[config.mk]
export PLATFORM = sky130hd
export DESIGN_NAME = serial_subtractor_flat
export DESIGN_NICKNAME = d
export VERILOG_FILES = /design/src/rtl/serial_subtractor_if.sv /design/src/rtl/serial_subtractor.sv /design/src/flat_wrapper.sv
export SDC_FILE = /design/constraint.sdc
export NUM_CORES = 1
export LEC_CHECK = 0
export ABC_AREA = 1
export CAP_MARGIN = 30
export CORE_ASPECT_RATIO = 2
export CORE_UTILIZATION = 30
export CTS_BUF_LIST = sky130_fd_sc_hd__clkbuf_2 sky130_fd_sc_hd__clkbuf_4 sky130_fd_sc_hd__clkbuf_8
export DETAILED_ROUTE_END_ITERATION = 10
export PLACE_DENSITY = 0.56
export SYNTH_ARGS = -nofsm -noshare
export SYNTH_HDL_FRONTEND = slang
export SYNTH_SLANG_ARGS = --single-unit
[constraint.sdc]
create_clock -name clk -period 1.65 [get_ports clk]
set_input_delay 0.33 -clock clk [delete_from_list [all_inputs] [get_ports clk]]
set_output_delay 0.33 -clock clk [all_outputs]
set_load 0.005 [all_outputs]
[src/rtl/serial_subtractor_if.sv]
// serial_subtractor_if: request/result bundle for the bit-serial subtractor
//   master drives start, a, b, borrow_in; slave drives busy, done, diff,
//   borrow_out, diff_bit, diff_bit_valid
interface serial_subtractor_if #(parameter int WIDTH = 8);
    logic             start;
    logic [WIDTH-1:0] a;
    logic [WIDTH-1:0] b;
    logic             borrow_in;
    logic             busy;
    logic             done;
    logic [WIDTH-1:0] diff;
    logic             borrow_out;
    logic             diff_bit;
    logic             diff_bit_valid;
    modport master (
        output start, a, b, borrow_in,
        input  busy, done, diff, borrow_out, diff_bit, diff_bit_valid
    );
    modport slave (
        input  start, a, b, borrow_in,
        output busy, done, diff, borrow_out, diff_bit, diff_bit_valid
    );
endinterface

[src/rtl/serial_subtractor.sv]
// serial_subtractor: LSB-first bit-serial a - b - borrow_in with one full-subtractor cell
//   clk, rst (sync active-high), bus (slave): start/a/b/borrow_in in,
//   busy/done/diff/borrow_out/diff_bit/diff_bit_valid out
module serial_subtractor #(
    parameter int WIDTH = 8
) (
    input logic                clk,
    input logic                rst,
    serial_subtractor_if.slave bus
);
    typedef enum logic [1:0] {IDLE, RUN, DONE} state_t;
    localparam int CW = $clog2(WIDTH);
    state_t           state_q, state_d;
    logic [WIDTH-1:0] a_q, a_d, b_q, b_d, diff_q, diff_d;
    logic [CW-1:0]    cnt_q, cnt_d;
    logic             w_q, w_d, bout_q, bout_d, bit_q, bit_d, vld_q, vld_d;
    logic             d, w_nx, last;
    always_comb begin
        d       = a_q[0] ^ b_q[0] ^ w_q;
        w_nx    = (~a_q[0] & b_q[0]) | (~(a_q[0] ^ b_q[0]) & w_q);
        last    = cnt_q == CW'(WIDTH - 1);
        state_d = state_q;
        a_d     = a_q;
        b_d     = b_q;
        w_d     = w_q;
        cnt_d   = cnt_q;
        diff_d  = diff_q;
        bout_d  = bout_q;
        bit_d   = 1'b0;
        vld_d   = 1'b0;
        case (state_q)
            IDLE: if (bus.start) begin
                state_d = RUN;
                a_d     = bus.a;
                b_d     = bus.b;
                w_d     = bus.borrow_in;
                cnt_d   = '0;
            end
            RUN: begin
                // minuend register doubles as the difference accumulator
                a_d   = {d, a_q[WIDTH-1:1]};
                b_d   = b_q >> 1;
                w_d   = w_nx;
                cnt_d = cnt_q + 1'b1;
                bit_d = d;
                vld_d = 1'b1;
                if (last) begin
                    state_d = DONE;
                    diff_d  = {d, a_q[WIDTH-1:1]};
                    bout_d  = w_nx;
                end
            end
            default: state_d = IDLE;
        endcase
    end
    always_ff @(posedge clk) begin
        if (rst) begin
            state_q <= IDLE;
            a_q     <= '0;
            b_q     <= '0;
            w_q     <= 1'b0;
            cnt_q   <= '0;
            diff_q  <= '0;
            bout_q  <= 1'b0;
            bit_q   <= 1'b0;
            vld_q   <= 1'b0;
        end else begin
            state_q <= state_d;
            a_q     <= a_d;
            b_q     <= b_d;
            w_q     <= w_d;
            cnt_q   <= cnt_d;
            diff_q  <= diff_d;
            bout_q  <= bout_d;
            bit_q   <= bit_d;
            vld_q   <= vld_d;
        end
    end
    assign bus.busy           = state_q == RUN;
    assign bus.done           = state_q == DONE;
    assign bus.diff           = diff_q;
    assign bus.borrow_out     = bout_q;
    assign bus.diff_bit       = bit_q;
    assign bus.diff_bit_valid = vld_q;
endmodule
[src/flat_wrapper.sv]
// flat-port wrapper written by rule: the top's interface ports become plain ports
module serial_subtractor_flat 
#(
    parameter int WIDTH = 8
)
  (clk, rst, bus_start, bus_a, bus_b, bus_borrow_in, bus_busy, bus_done, bus_diff, bus_borrow_out, bus_diff_bit, bus_diff_bit_valid);
  serial_subtractor_if #(.WIDTH(WIDTH)) bus_i ();
  input logic clk;
  input logic rst;
  input wire logic [$bits(bus_i.start)-1:0] bus_start;
  input wire logic [$bits(bus_i.a)-1:0] bus_a;
  input wire logic [$bits(bus_i.b)-1:0] bus_b;
  input wire logic [$bits(bus_i.borrow_in)-1:0] bus_borrow_in;
  output wire logic [$bits(bus_i.busy)-1:0] bus_busy;
  output wire logic [$bits(bus_i.done)-1:0] bus_done;
  output wire logic [$bits(bus_i.diff)-1:0] bus_diff;
  output wire logic [$bits(bus_i.borrow_out)-1:0] bus_borrow_out;
  output wire logic [$bits(bus_i.diff_bit)-1:0] bus_diff_bit;
  output wire logic [$bits(bus_i.diff_bit_valid)-1:0] bus_diff_bit_valid;
  assign bus_i.start = bus_start;
  assign bus_i.a = bus_a;
  assign bus_i.b = bus_b;
  assign bus_i.borrow_in = bus_borrow_in;
  assign bus_busy = bus_i.busy;
  assign bus_done = bus_i.done;
  assign bus_diff = bus_i.diff;
  assign bus_borrow_out = bus_i.borrow_out;
  assign bus_diff_bit = bus_i.diff_bit;
  assign bus_diff_bit_valid = bus_i.diff_bit_valid;
  serial_subtractor #(.WIDTH(WIDTH)) u_core (.clk(clk), .rst(rst), .bus(bus_i));
endmodule
Yosys cells after proc, flatten, opt, wreduce, memory -nomap -nowiden
Cells that the tools add are included.
W data, S select, Z words.
- register bits: 33
- latch bits: 0
- bits in writable memories: 0
- bits in read-only memories: 0
- input port bits: 20
- word-level logic and storage cells: 41
- memories: 0
- add/sub/neg operators: 1
- multiply operators: 0
- divide/modulo/power cells: 0
- $lt $le $gt $ge: 0
- equality and inequality tests: 5
- shifts and indexed selects: 0
- mux-type cells: 12
- bitwise logic cells: 8
- reductions and logical operators: 6
- operators by type and width (kind ; count):
    $pmux W8 S2 ; 2
    $mux W8 ; 2
    $pmux W3 S2 ; 1
    $reduce_and A2 Y1 ; 3
    $mux W2 ; 2
    $pmux W2 S2 ; 1
    $add A3 B1 Y3 const B ; 1
    $eq A3 B3 Y1 const B ; 1
    $mux W3 ; 1
    $not A1 Y1 ; 3
    $and A1 B1 Y1 ; 2
    $eq A2 B1 Y1 const B ; 1
    $eq A2 B2 Y1 const B ; 1
    $logic_not A2 Y1 ; 1
    $mux W1 ; 2
    $ne A2 B1 Y1 const B ; 1
    $ne A2 B2 Y1 const B ; 1
    $pmux W1 S2 ; 1
    $reduce_bool A2 Y1 ; 1
    $reduce_or A2 Y1 ; 1
    $xor A1 B1 Y1 ; 2
    $or A1 B1 Y1 ; 1

Depth between registers and ports, before layout
Gate-level depths: netlist of the first run.
- depth in word-level cells: 5
- gate-level depth with buffers: 8

Least setup slack after synthesis of the first run
No wires, ideal clock.
- path kind: register to register
- from: reg u_core.cnt_q[0]
- to: reg u_core.diff_q[0], in the netlist u_core.bus.diff[0]
- setup time: 0.116 ns
- arrival time: 1.137 ns
- required time: 1.534 ns
- setup slack: 0.397 ns
- stages on the path, launching flop included: 8
- buffers on the path: 1
- path through: dfxtp_1 ha_1 ha_1 nand2_2 nor2_4 buf_4 o21ai_0 nor2_1
- cells in the longest elaborated chain, start to end: 2
- RTL lines (item ; RTL line ; source):
    start, declared ; serial_subtractor.sv:15 ; logic [CW-1:0] cnt_q, cnt_d;
    start signal, assigned ; serial_subtractor.sv:72 ; cnt_q <= cnt_d;
    $eq A3 B3 Y1 ; serial_subtractor.sv:21 ; last = cnt_q == CW'(WIDTH - 1);
    $reduce_and A2 Y1 (no line) ; - ;
    end signal, assigned ; serial_subtractor.sv:73 ; diff_q <= diff_d;
    end, declared ; serial_subtractor.sv:14 ; logic [WIDTH-1:0] a_q, a_d, b_q, b_d, diff_q, diff_d;
No other way between the ends.
A chain may end at the register's enable or synchronous reset.

Final worst setup path of the first run
- from: reg u_core.diff_q[7], in the netlist u_core.bus.diff[7]
- to: out bus_diff[7]
- RTL lines (item ; RTL line ; source):
    end, declared ; flat_wrapper.sv:16 ; output wire logic [$bits(bus_i.diff)-1:0] bus_diff;
No word-level cell between the ends.

==> results of run 1 <==
==> synthesized netlist by cell type, drive strengths merged <==
cell,count
a21oi,21
buf,11
clkbuf,1
dfxtp,33
fa,1
ha,2
inv,34
nand2,32
nand3,45
nor2,15
nor3b,1
o21ai,12
==> kinds of logic (layout without fill, tap and decap cells) <==
kind of cell | after synthesis | after routing | synth area share
DFF | 33 | 33 | 0.431
AOI/OAI and AO/OA | 33 | 33 | 0.108
buffers and inverters | 46 | 85 | 0.144
and+or+nand+nor | 93 | 93 | 0.288
adders and majority gates | 3 | 3 | 0.0294
==> area by class of cell <==
type / instances / area [sq um]
Fill cell: 534 / 2890
Sequential cell: 33 / 666
Multi-Input combinational cell: 129 / 652
Timing Repair Buffer: 43 / 413
Inverter: 34 / 130
Tap cell: 57 / 71.3
Clock buffer: 5 / 68.8
Clock inverter: 3 / 17.5
==> through the flow <==
step / setup WS, ns / hold slack (ns) / cells / area [sq um] / utilization
after floorplan: 0.397 / 0.428 / 208 / 1530 / -
after global placement: 0.160 / 0.450 / 294 / 1910 / 0.390
after detailed placement: 0.128 / 0.454 / 294 / 1910 / 0.390
after CTS: 0.192 / 0.466 / 304 / 2020 / 0.411
after global routing: 0.123 / 0.497 / 304 / 2020 / 0.411
final: 0.206 / 0.461 / 304 / 2020 / 0.411
==> sequential cells by signal, summed over array words and instances, names as in the netlist <==
register and flops:
u_core.a_q 8, u_core.cnt_q 3, u_core.w_q 1, u_core.bus.borrow_out 1
u_core.b_q 8, u_core.bus.diff 8, u_core.bus.diff_bit_valid 1, u_core.bus.diff_bit 1
u_core.state_q 2
==> per-layer routing <==
metal	part of all wire	wire (microns)
met1	0.43	1520
met2	0.52	1840
met3	0.037	130
met4	0.014	51
met5	0	0
==> final timing paths <==
check | from | endpoint | cells past startpoint
max | u_core.bus.diff[7]$_SDFFE_PP0P_ | bus_diff[7] | 1
min | u_core.cnt_q[0]$_SDFFE_PP0P_ | u_core.cnt_q[0]$_SDFFE_PP0P_ | 1
max reg2reg | u_core.state_q[1]$_SDFFE_PP0P_ | u_core.w_q$_SDFFE_PP0P_ | 7
min reg2reg | u_core.cnt_q[0]$_SDFFE_PP0P_ | u_core.cnt_q[0]$_SDFFE_PP0P_ | 1
==> power groups by stage <==
stage | registers, mW | clock network, mW | logic (mW)
final | 0.861 | 0.592 | 0.258
after detailed placement | 0.878 | 0 | 0.264
after CTS | 0.860 | 0.610 | 0.264
after floorplan | 0.871 | 0 | 0.169
after global routing | 0.865 | 0.655 | 0.293
after global placement | 0.879 | 0 | 0.263
==> repair_timing <==
action                     4_1_cts  5_1_grt
resized for setup                5        0
setup endpoints to repair        2        0
buffers inserted                 2        0
==> reports/results.txt, run 1 <==
NetSw -> 459 uW
Logic pwr share -> 0.151
Unrepaired setup endpoints after global routing -> no
Final clock skew -> 0.00534 ns
# IOs -> 33
CTS tree -> done
Clock transition at the registers of the reported paths -> 0.07 ns
Placer Congestion -> 0.760
Share of layout cells above drive strength 1 -> 0.109
Max stage delay on crit path -> 0.50 ns
Nets -> 269
Total die area -> 0.00542 sq mm
Slew of the pin with the lowest slew margin -> 0.329 ns
Core Region -> 0.00491 sq mm
Chip Height -> 103 microns
Arrival time worst endpoint -> 1.11 ns
Met1 Usage GRT -> 0.176
PortBufs -> 32
YS warnings -> 0
Synth cell types -> 20
DRT Pass-1 Iters -> 4
Vias in the first global route -> 1307
# hold bufs at CTS -> 0
Crit path launch type -> flop
Switch share -> 0.268
Tot Pwr -> 1.71 mW
CP endpoint kind -> output port
Antenna Cells -> 0
Sequential-to-total area share from yosys stat -> 0.431
CTS Buf Count -> 5
PwrDens -> 847 mW/mm^2
# rows -> 36
Min Clock Period, post-route -> 1.44 ns
Critical Path, Cell by Cell -> clkdlybuf4s50_1
WP data required -> 1.32 ns
Post-DP HPWL -> 2.51 mm
Internal -> 1.25 mW
Tcrit/Tclk final -> 0.875
Crit-path slowest cell -> clkdlybuf4s50_1
Peak Freq -> 693 MHz
Post-route setup TNS -> 0 ns
Avg Vias per Cell -> 4.64
Buffers & Inverters on Critical Path -> 1
FF-to-FF setup slack -> 0.25 ns
Wire length of the first global-routing pass -> 6.03 mm
Initial DRC Count -> 31
Net Count, Synth -> 231
Detail Route Antenna Nets -> 0
Initial antenna violation count -> 0
Global Route met3 Usage -> 0.0265
MaxCap Viol Count -> 0
Worst Path Max Fanout -> 2
Initial cell density of the core -> 0.312
WL per Instance -> 11.6 microns
Routed vias -> 1410
Clock power share -> 0.346
Synth area leaders -> dfxtp_1 (43%), nand3_1 (15%), inv_1 (8.1%)
Min-delay worst type -> flop to flop
Commonest non-fill, non-tap cells in the layout -> nand3_1 (45), inv_1 (33), dfxtp_1 (31)
Status -> complete, no violations
Kind of critical path -> flop to output port
DRT Wirelength -> 3.54 mm
Leak pwr -> 0.895 nW
Syn_area_per_cell -> 7.37 sq um
Pin count of the biggest net entering global routing -> 33
Most common cell after layout, fill and taps aside -> nand3_1
Count of final setup violators -> 0
DRC violations left -> 0
Post-synth top area cell -> dfxtp_1
Worst-Skew Late Latency -> 0.28 ns
Num Clock Sinks -> 33
CTS H-Tree Depth -> 2
Slew headroom -> 0.780
Grt total ovfl -> 0
Die X -> 52.5 microns
Busiest grt layer -> met2
Sequential Power Share -> 0.503
Max Buffers Root-to-Sink -> 2
Peak supply drop -> 712 uV
Area share of the largest cell type after synthesis -> 0.431
Family with the most delay on the worst path -> buffers and inverters
Syn Std Cell Area -> 0.00153 sq mm
GRT Total Usage -> 0.151
Post-Synthesis Cells -> 208
Final Hold Fails -> 0
CTS root buf -> clkbuf_8
Synth Register Bits -> 33
GR Util met2 -> 0.261
Pins Over Slew Limit -> 0
P&R area growth vs syn -> 31.7%
Note: power is estimated with default switching activity, not from simulation.
==> run 2: changes to the inputs <==
--- a/config.mk
+++ b/config.mk
@@ -12,6 +12,7 @@
 export CTS_BUF_LIST = sky130_fd_sc_hd__clkbuf_2 sky130_fd_sc_hd__clkbuf_4 sky130_fd_sc_hd__clkbuf_8
 export DETAILED_ROUTE_END_ITERATION = 10
 export PLACE_DENSITY = 0.56
+export RECOVER_POWER = 50
 export SYNTH_ARGS = -nofsm -noshare
 export SYNTH_HDL_FRONTEND = slang
 export SYNTH_SLANG_ARGS = --single-unit
==> run 2 against run 1 <==
Via count is 0.78% higher. Sequential share of layout area hardly changed. Wire length is 0.31% lower. Critical path type unchanged. Clock skew hardly changed. Register-to-register slack worse by 0.03 ns. Cell area is 0.31% lower. Clock-buffer cell count stayed put. Fmax is 0.99% lower. Largest power group unchanged. Sequential power hardly changed. Non-clock buffer count stayed put. Flip-flop and latch count stayed put.
==> reports/results.txt, run 2 (synthesis gave the netlist of run 1 again) <==
Status -> complete, no violations
FF-to-FF setup slack -> 0.22 ns (-0.03 ns)
Vias in the first global route -> 1307 (unchanged)
Worst-Skew Late Latency -> 0.28 ns (about the same)
Chip Height -> 103 microns (unchanged)
Clock transition at the registers of the reported paths -> 0.07 ns (about the same)
DRT Wirelength -> 3.53 mm (-0.31%)
Switch share -> 0.267 (-0.00154)
Max Buffers Root-to-Sink -> 2 (unchanged)
Total die area -> 0.00542 sq mm (unchanged)
NetSw -> 455 uW (-0.89%)
Buffers & Inverters on Critical Path -> 2 (+1)
DRT Pass-1 Iters -> 4 (unchanged)
Pin count of the biggest net entering global routing -> 33 (unchanged)
Internal -> 1.25 mW (-0.11%)
Worst Path Max Fanout -> 5 (+3)
Min Clock Period, post-route -> 1.46 ns (+0.0145 ns)
Post-DP HPWL -> 2.51 mm (unchanged)
# IOs -> 33 (unchanged)
Arrival time worst endpoint -> 1.13 ns (+0.02 ns)
Crit-path slowest cell -> dfxtp_1
Commonest non-fill, non-tap cells in the layout -> nand3_1 (45), inv_1 (33), dfxtp_1 (32)
Sequential Power Share -> 0.504 (about the same)
Wire length of the first global-routing pass -> 6.03 mm (unchanged)
Worst reg2reg path depth -> 9 (+2)
Leak pwr -> 0.894 nW (-0.16%)
Num Clock Sinks -> 33 (unchanged)
Worst setup startpoint -> u_core.state_q[0]$_SDFFE_PP0P_
Routed vias -> 1421 (+0.78%)
Tcrit/Tclk final -> 0.884 (+0.00876)
Instance count on the critical path -> 3 (+2)
CTS Buf Count -> 5 (unchanged)
CTS root buf -> clkbuf_8
Unrepaired setup endpoints after global routing -> no
Avg Vias per Cell -> 4.67 (+0.78%)
Grt total ovfl -> 0 (unchanged)
Share of layout cells above drive strength 1 -> 0.101 (-0.00810)
Worst R2R Start -> u_core.state_q[1]$_SDFFE_PP0P_
CP endpoint kind -> output port
PwrDens -> 847 mW/mm^2 (about the same)
P&R area growth vs syn -> 31.3%
Initial cell density of the core -> 0.312 (unchanged)
Pins Over Slew Limit -> 0 (unchanged)
Fin area -> 0.00201 sq mm (-0.31%)
WL per Instance -> 11.6 microns (-0.31%)
Kind of critical path -> flop to output port
WP data required -> 1.32 ns (about the same)
DRC violations left -> 0 (unchanged)
MaxCap Viol Count -> 0 (unchanged)
Initial antenna violation count -> 0 (unchanged)
Fillers -> 533 (-0.19%)
Nets -> 269 (unchanged)
Placer Congestion -> 0.760 (unchanged)
Post-route setup TNS -> 0 ns (unchanged)
Final Hold Fails -> 0 (unchanged)
Detail Route Antenna Nets -> 0 (unchanged)
Clock power share -> 0.345 (about the same)
Peak Freq -> 686 MHz (-0.99%)
Max stage delay on crit path -> 0.47 ns (-0.03 ns)
Placed inst area -> 0.00191 sq mm (unchanged)
Core Region -> 0.00491 sq mm (unchanged)
Most common cell after layout, fill and taps aside -> nand3_1
CTS tree -> done
CTS H-Tree Depth -> 2 (unchanged)
Worst setup path end -> bus_busy
Final clock skew -> 0.00512 ns (-0.000225 ns)
Slew of the pin with the lowest slew margin -> 0.327 ns (-0.00244 ns)
Count of final setup violators -> 0 (unchanged)
Min-delay worst type -> flop to flop
Critical Path, Cell by Cell -> nand2_4, inv_1, dlygate4sd2_1
Family with the most delay on the worst path -> flip-flops
R2r endpoint -> u_core.a_q[7]$_SDFFE_PP0P_
PortBufs -> 32 (unchanged)
Antenna Cells -> 0 (unchanged)
Peak supply drop -> 708 uV (-0.48%)
Slew headroom -> 0.782 (+0.00162)
# rows -> 36 (unchanged)
Logic pwr share -> 0.151 (about the same)
Die X -> 52.5 microns (unchanged)
GRT Total Usage -> 0.151 (unchanged)
Initial DRC Count -> 30 (-3.2%)
Crit path launch type -> flop
run 2: cell types whose count changed in the layout (fill, tap and decap cells not counted):
cell,before,now
clkbuf_2,0,1
o21ai_0,10,11
dfxtp_1,31,32
buf_4,10,9
nand2_2,1,0
o21ai_1,2,1
nand2_1,28,29
dfxtp_2,1,0
run 2: worst min path at each step:
stage | start | endpoint | slack [ns] | depth (start not counted)
after floorplan | u_core.cnt_q[0]$_SDFFE_PP0P_ | u_core.cnt_q[0]$_SDFFE_PP0P_ | 0.43 | 1
after global placement | u_core.cnt_q[1]$_SDFFE_PP0P_ | u_core.cnt_q[1]$_SDFFE_PP0P_ | 0.45 | 2
after detailed placement | u_core.cnt_q[0]$_SDFFE_PP0P_ | u_core.cnt_q[0]$_SDFFE_PP0P_ | 0.45 | 1
after CTS | u_core.cnt_q[0]$_SDFFE_PP0P_ | u_core.cnt_q[0]$_SDFFE_PP0P_ | 0.47 | 1
after global routing | u_core.cnt_q[1]$_SDFFE_PP0P_ | u_core.cnt_q[1]$_SDFFE_PP0P_ | 0.50 | 2
final | u_core.cnt_q[0]$_SDFFE_PP0P_ | u_core.cnt_q[0]$_SDFFE_PP0P_ | 0.46 | 1
run 2: power groups by stage:
stage	registers [mW]	logic (mW)	clock network (mW)
floorplan	0.871	0.169	0
global placement	0.879	0.263	0
detailed placement	0.878	0.264	0
CTS	0.860	0.264	0.610
global route	0.865	0.292	0.655
finish	0.860	0.257	0.588
run 2: area by class of cell:
| type | count | area [sq um] | share of cell area |
|---|---|---|---|
| flip-flops and latches | 33 | 664 | 0.330 |
| repair buffers | 43 | 410 | 0.204 |
| well taps | 57 | 71.3 | 0.0354 |
| clock inverters | 3 | 17.5 | 0.00871 |
| multi-input cells | 129 | 649 | 0.323 |
| inverters | 34 | 130 | 0.0647 |
| clock buffers | 5 | 68.8 | 0.0342 |
run 2: repair_timing:
action                     4_1_cts  5_1_grt
gates resized for setup          5        0
setup endpoints to repair        2        0
hold buffers                     0        0
setup buffers                    2        0
run 2: stage by stage:
stage / total power [mW] / setup WS (ns) / std cells / hold slack, ns / util
global placement: 1.14 / 0.160 / 294 / 0.450 / 0.390
finish: 1.70 / 0.192 / 304 / 0.461 / 0.410
detailed placement: 1.14 / 0.128 / 294 / 0.454 / 0.390
CTS: 1.73 / 0.192 / 304 / 0.466 / 0.411
floorplan: 1.04 / 0.397 / 208 / 0.428 / -
global route: 1.81 / 0.0894 / 304 / 0.497 / 0.410
run 2: metal layers:
metal | global-route usage | share of wire | routed length [microns]
met5 | 0 | 0 | 0
met4 | 0.0668 | 0.014 | 51
met3 | 0.0265 | 0.044 | 156
met2 | 0.261 | 0.52 | 1850
met1 | 0.176 | 0.42 | 1470
==> patch 1 (config.mk and constraints of run 2) <==
Make the reset (`rst`) asynchronous in one clocked block.
--- a/src/rtl/serial_subtractor.sv
+++ b/src/rtl/serial_subtractor.sv
@@ -53,7 +53,7 @@
             default: state_d = IDLE;
         endcase
     end
-    always_ff @(posedge clk) begin
+    always_ff @(posedge clk or posedge rst) begin
         if (rst) begin
             state_q <= IDLE;
             a_q     <= '0;
Check against the original RTL: differs if rst is asserted again (counterexample within 4 cycles, from zero or initial values and one cycle with rst high); with rst held inactive, the same outputs for 10 cycles.
==> patch 1 against run 2 <==
  * Critical path depth is 2 lower
  * Register-to-register slack better by 0.02 ns
  * Count of clock-buffer cells in the layout is 1 higher
  * Area after synthesis is 6.1% higher
  * Utilization is 0.052 points lower
  * Routed wire length is 5.9% higher
  * Maximum frequency is 1.2% lower
  * Sequential cell count stayed put
  * Final area is 5.5% higher
  * Worst setup slack worse by 0.018 ns
  * Clock skew is 0.0063 ns higher
  * Critical endpoint is now bus_diff[5]
  * Largest cell class unchanged
Power is not compared: it rests on default switching activity, and its combinational part moved more than twofold at a synthesized area within 25%.
==> patch 1: results (changes against run 2) <==
Status
  • Outcome: complete, no violations (unchanged)

Placement
  • Placed inst area: 2053 sq um (was 1914 sq um)
  • HPWL Detailed: 2.767 mm (was 2.509 mm)
  • Pre-CTS setup slack: 0.1349 ns (was 0.1276 ns)
  • GPL Wtd Cong: 0.8290 (was 0.7597)
  • Inst Count DP: 287 (was 294)

Clocking
  • Post-CTS setup buffer count: 1 (was 2)
  • # H-tree levels: 2 (unchanged)

Cells and area
  • Number of diodes: 0 (unchanged)
  • Nets: 260 (was 269)
  • Layout cell share with drive strength beyond 1: 13.45% (was 10.12%)

STA
  • Fin worst setup slack: 0.1739 ns (was 0.1920 ns)
  • Setup Skew: 0.01142 ns (was 0.005118 ns)
  • Hold_ws: 0.4787 ns (was 0.4610 ns)
  • Slew HR: 43.69% (was 78.21%)

Critical path
  • Worst R2R Path Depth: 7 (was 9)
  • Worst Path Arrival: 1.15 ns (was 1.13 ns)
  • Slowest stage cell, crit path: clkdlybuf4s50_1 (was dfxtp_1)
  • RR Startpoint: u_core.state_q[1] (unchanged)
  • Crit path to: bus_diff[5] (was bus_busy)
  • CP max FO: 2 (was 5)
  • Crit path max-delay family: buffers and inverters (was flip-flops)
  • Slowest stage delay, CP: 0.50 ns (was 0.47 ns)
  • FF-to-FF End: u_core.b_q[0] (was u_core.a_q[7])
  • Worst Setup SP: u_core.bus.diff[5] (was u_core.state_q[0])

Min path
  • End of the worst hold path: u_core.bus.diff[1] (was u_core.cnt_q[0])
  • Min-Delay Path Depth: 2 (was 1)

GRT
  • Grt met1 use: 15.67% (was 17.61%)
  • M2 GR Usage: 27.25% (was 26.10%)
  • Pin count of the biggest net entering global routing: 34 (was 33)
  • Met3 usage: 3.433% (was 2.655%)
  • Vias in the first global route: 1,350 (was 1,307)
  • First-pass GRT wire length: 6.175 mm (was 6.030 mm)
  • GRT Util Overall: 15.42% (was 15.11%)

Routing
  • Met1 Wirelength: 1.451 mm (was 1.474 mm)
  • DRT Pass-1 Iters: 3 (was 4)
  • Via Count: 1,337 (was 1,421)
  • Iteration-0 DRC count of the detailed router: 18 (was 30)
  • Detail Route met3 WL: 91 um (was 156 um)
  • Met2 WL: 2.073 mm (was 1.846 mm)
  • WL/cell: 12.63 um (was 11.61 um)

Synth
  • Post-Synthesis Cells: 193 (was 208)
  • Top cells by count, synth: 61 x nand2_1, 37 x nand3_1, 33 x dfrtp_1 (was 45 x nand3_1, 33 x dfxtp_1, 33 x inv_1)
  • Seq/Total Area, Yosys: 50.77% (was 43.10%)
  • Syn Nets: 216 (was 231)
  • Netlist cell types: 19 (was 20)
  • Top_reg_cell synth: dfrtp_1 (was dfxtp_1)
  • Async SR Flop Fraction: 100.0% (was 0%)
  • Synth top area cells: dfrtp_1 51%, nand2_1 14%, nand3_1 11%, inv_1 7.2%, o21ai_2 3.2% (was dfxtp_1 43%, nand3_1 15%, inv_1 8.1%, a21oi_1 6.9%, nand2_1 6.9%)

Pwr
  • Seq. pwr: 1.43 mW
-- patch 1: changes by cell type in the layout (fill, tap and decap cells not counted), sizes merged --
cell,change
dfrtp,+33
dfxtp,-33
nand2,+33
a21oi,-19
nor2,-10
nand3,-8
o21ai,-5
buf,+1
clkbuf,+1
clkdlybuf4s50,-1
clkinvlp,-1
dlygate4sd3,+1
nor3b,-1
-- patch 1: area by class of cell --
| type | instances | area [sq um] |
|---|---|---|
| clock buffers | 6 | 76.32 |
| clock inverters | 2 | 10.01 |
| fillers | 566 | 3063 |
| inverters | 34 | 132.6 |
| multi-input cells | 119 | 599.3 |
| flip-flops and latches | 33 | 825.8 |
| well taps | 58 | 72.57 |
| repair buffers | 44 | 405.4 |
-- patch 1: kinds of logic (layout without fill, tap and decap cells) --
group | after synthesis | count (layout) | share of synthesized area [%]
AOI/OAI and AO/OA | 9 | 9 | 4.154
adders and majority gates | 3 | 3 | 2.769
buffers and inverters | 41 | 86 | 11.92
DFF | 33 | 33 | 50.77
and+or+nand+nor | 107 | 107 | 30.38
==> patch 2 (flow settings as in run 2) <==
Made on the original files. `WIDTH` is set to 8 in 3 places; all go to 4.
--- a/src/rtl/serial_subtractor_if.sv
+++ b/src/rtl/serial_subtractor_if.sv
@@ -1,7 +1,7 @@
 // serial_subtractor_if: request/result bundle for the bit-serial subtractor
 //   master drives start, a, b, borrow_in; slave drives busy, done, diff,
 //   borrow_out, diff_bit, diff_bit_valid
-interface serial_subtractor_if #(parameter int WIDTH = 8);
+interface serial_subtractor_if #(parameter int WIDTH = 4);
     logic             start;
     logic [WIDTH-1:0] a;
     logic [WIDTH-1:0] b;
--- a/src/rtl/serial_subtractor.sv
+++ b/src/rtl/serial_subtractor.sv
@@ -2,7 +2,7 @@
 //   clk, rst (sync active-high), bus (slave): start/a/b/borrow_in in,
 //   busy/done/diff/borrow_out/diff_bit/diff_bit_valid out
 module serial_subtractor #(
-    parameter int WIDTH = 8
+    parameter int WIDTH = 4
 ) (
     input logic                clk,
     input logic                rst,
--- a/src/flat_wrapper.sv
+++ b/src/flat_wrapper.sv
@@ -1,7 +1,7 @@
 // flat-port wrapper written by rule: the top's interface ports become plain ports
 module serial_subtractor_flat 
 #(
-    parameter int WIDTH = 8
+    parameter int WIDTH = 4
 )
   (clk, rst, bus_start, bus_a, bus_b, bus_borrow_in, bus_busy, bus_done, bus_diff, bus_borrow_out, bus_diff_bit, bus_diff_bit_valid);
   serial_subtractor_if #(.WIDTH(WIDTH)) bus_i ();
Interface: changed (resized bus_a, bus_b and bus_diff); port bits go from 33 to 21. The function was not compared with the original's and may differ.
==> patch 2 against run 2 <==
  * Critical path type unchanged
  * Utilization up 1.5 points
  * Clock power down 17%
  * Sequential cell count down 13
  * Routed wire length down 46%
  * Worst hold slack better by 0.0038 ns
  * Largest cell class unchanged
  * Area after synthesis down 42%
  * Worst setup slack worse by 0.11 ns
  * Critical path depth unchanged
  * Clock skew down 0.0023 ns
  * Via count down 44%
  * Total power down 32%
  * Final area down 41%
==> patch 2: results (changes against run 2) <==
Synth
  • Average size of a mapped cell: 7.455 sq um (was 7.369 sq um)
  • Async SR Flop Fraction: 0% (unchanged)
  • Seq/Total Area, Yosys: 44.76% (was 43.10%)
  • Top cells by count, synth: 20 x dfxtp_1, 20 x nand2_1, 17 x nor2_1 (was 45 x nand3_1, 33 x dfxtp_1, 33 x inv_1)
  • Netlist cell types: 20 (unchanged)
  • Synth top area cells: dfxtp_1 45%, nand2_1 8.4%, nand3_1 8.4%, nor2_1 7.1%, inv_1 5.9% (was dfxtp_1 43%, nand3_1 15%, inv_1 8.1%, a21oi_1 6.9%, nand2_1 6.9%)
  • Top_reg_cell synth: dfxtp_1 (unchanged)
  • Syn. warnings: 0 (unchanged)
  • Syn Nets: 134 (was 231)

Status
  • Outcome: complete, no violations (unchanged)

STA
  • Setup Skew: 0.002820 ns (was 0.005118 ns)
  • Hold_ws: 0.4648 ns (was 0.4610 ns)
  • Final min period: 1.565 ns (was 1.458 ns)
  • Slew HR: 72.57% (was 78.21%)

GRT
  • Vias in the first global route: 746 (was 1,307)
  • Pin count of the biggest net entering global routing: 13 (was 33)
  • GRT Util Overall: 14.32% (was 15.11%)
  • Initial antenna violation count: 0 (unchanged)
  • First-pass GRT wire length: 3.132 mm (was 6.030 mm)

Clocking
  • # H-tree levels: 1 (was 2)
  • Clk_lat worst skew: 0.26 ns (was 0.28 ns)
  • Root Buffer: clkbuf_8 (unchanged)
  • CTS Buffer Depth: 2 (unchanged)
  • Total CTS buffers: 3 (was 5)
  • Clock slew at reported path FFs: 0.07 ns (about the same)

Routing
  • DRT Wirelength: 1.919 mm (was 3.528 mm)
  • Vias/cell: 4.580 (was 4.674)
  • Iteration-0 DRC count of the detailed router: 11 (was 30)
  • DRT Pass-1 Iters: 2 (was 4)
  • WL/cell: 11.03 um (was 11.61 um)

Min path
  • Path type of the worst min-delay path: reg -> reg (unchanged)
  • Min-Delay Path Depth: 2 (was 1)
  • End of the worst hold path: u_core.cnt_q[1] (was u_core.cnt_q[0])
  • Worst hold start: u_core.cnt_q[1] (was u_core.cnt_q[0])

Cells and area
  • Layout cell share with drive strength beyond 1: 11.72% (was 10.12%)
  • Nets: 160 (was 269)
  • Number of diodes: 0 (unchanged)

Placement
  • Pre-CTS setup slack: 0.1495 ns (was 0.1276 ns)
  • HPWL Detailed: 1.499 mm (was 2.509 mm)
  • Placed inst area: 1127 sq um (was 1914 sq um)
  • Port-buffer cells: 20 (was 32)
  • GPL Wtd Cong: 0.8307 (was 0.7597)

Critical path
  • RR Startpoint: u_core.cnt_q[0] (was u_core.state_q[1])
  • FF-to-FF End: u_core.bus.diff[2] (was u_core.a_q[7])
  • Worst Path Arrival: 1.24 ns (was 1.13 ns)
  • Worst Setup SP: u_core.state_q[1] (was u_core.state_q[0])
  • CP max FO: 3 (was 5)
  • Setup slack, reg-to-reg: 0.29 ns (was 0.22 ns)
  • Worst R2R Path Depth: 6 (was 9)

Pwr
  • Leak pwr: 0.5142 nW (was 0.8936 nW)
  • Max rail drop VDD: 0.6130 mV (was 0.7085 mV)
## patch 2: cells by family after synthesis
family	Yosys count	synth area share, %
AOI/OAI and AO/OA	15	8.391
adders and majority gates	2	3.636
buffers and inverters	21	11.05
DFF	20	44.75
and+or+nand+nor	62	32.17
## patch 2: cell type report
| cell class | count | area, sq um |
|---|---|---|
| inverter | 18 | 72.57 |
| clock inverter | 1 | 30.03 |
| sequential | 20 | 407.9 |
| fill | 318 | 1612 |
| clock buffer | 3 | 41.29 |
| tap | 29 | 36.28 |
| timing repair buffer | 24 | 229.0 |
| multi-input combinational | 79 | 375.4 |
## patch 2: report_power, final
group,internal [mW],switching [mW]
Sequential,0.504,0.0162
Combinational,0.0676,0.0755
Clock,0.324,0.163
Total,0.896,0.255
## patch 2: worst max-delay path by stage
stage / cells after the start / slack, ns / to
after detailed placement: 4 / 0.15 / bus_busy
after global routing: 3 / 0.03 / bus_done
after global placement: 6 / 0.17 / u_core.a_q[2]
after floorplan: 6 / 0.46 / u_core.a_q[3]
final: 3 / 0.08 / bus_done
after CTS: 3 / 0.03 / bus_done
## patch 2: critical path, stage by stage (launching register included)
cell and delay [ns]:
dfxtp_4 0.36, inv_2 0.05, nor2_1 0.08, clkdlybuf4s50_1 0.50
## patch 2: timing repair
| item | 4_1_cts | 5_1_grt |
|---|---|---|
| hold buffers | 0 | 0 |
| setup buffers | 1 | 0 |
| setup endpoints to repair | 2 | 1 |
| resized for setup | 4 | 1 |
| pin swaps | 0 | 0 |
| endpoints found under the hold margin | 0 | 0 |
## patch 2: layer usage
metal	track usage (%)	wire, um	share of wire, %	up-vias
li1	-	-	-	426
met1	15.14	776	40	354
met2	23.81	1037	54	13
met3	2.514	59	3.1	4
met4	9.000	45	2.3	0
met5	0	0	0	-
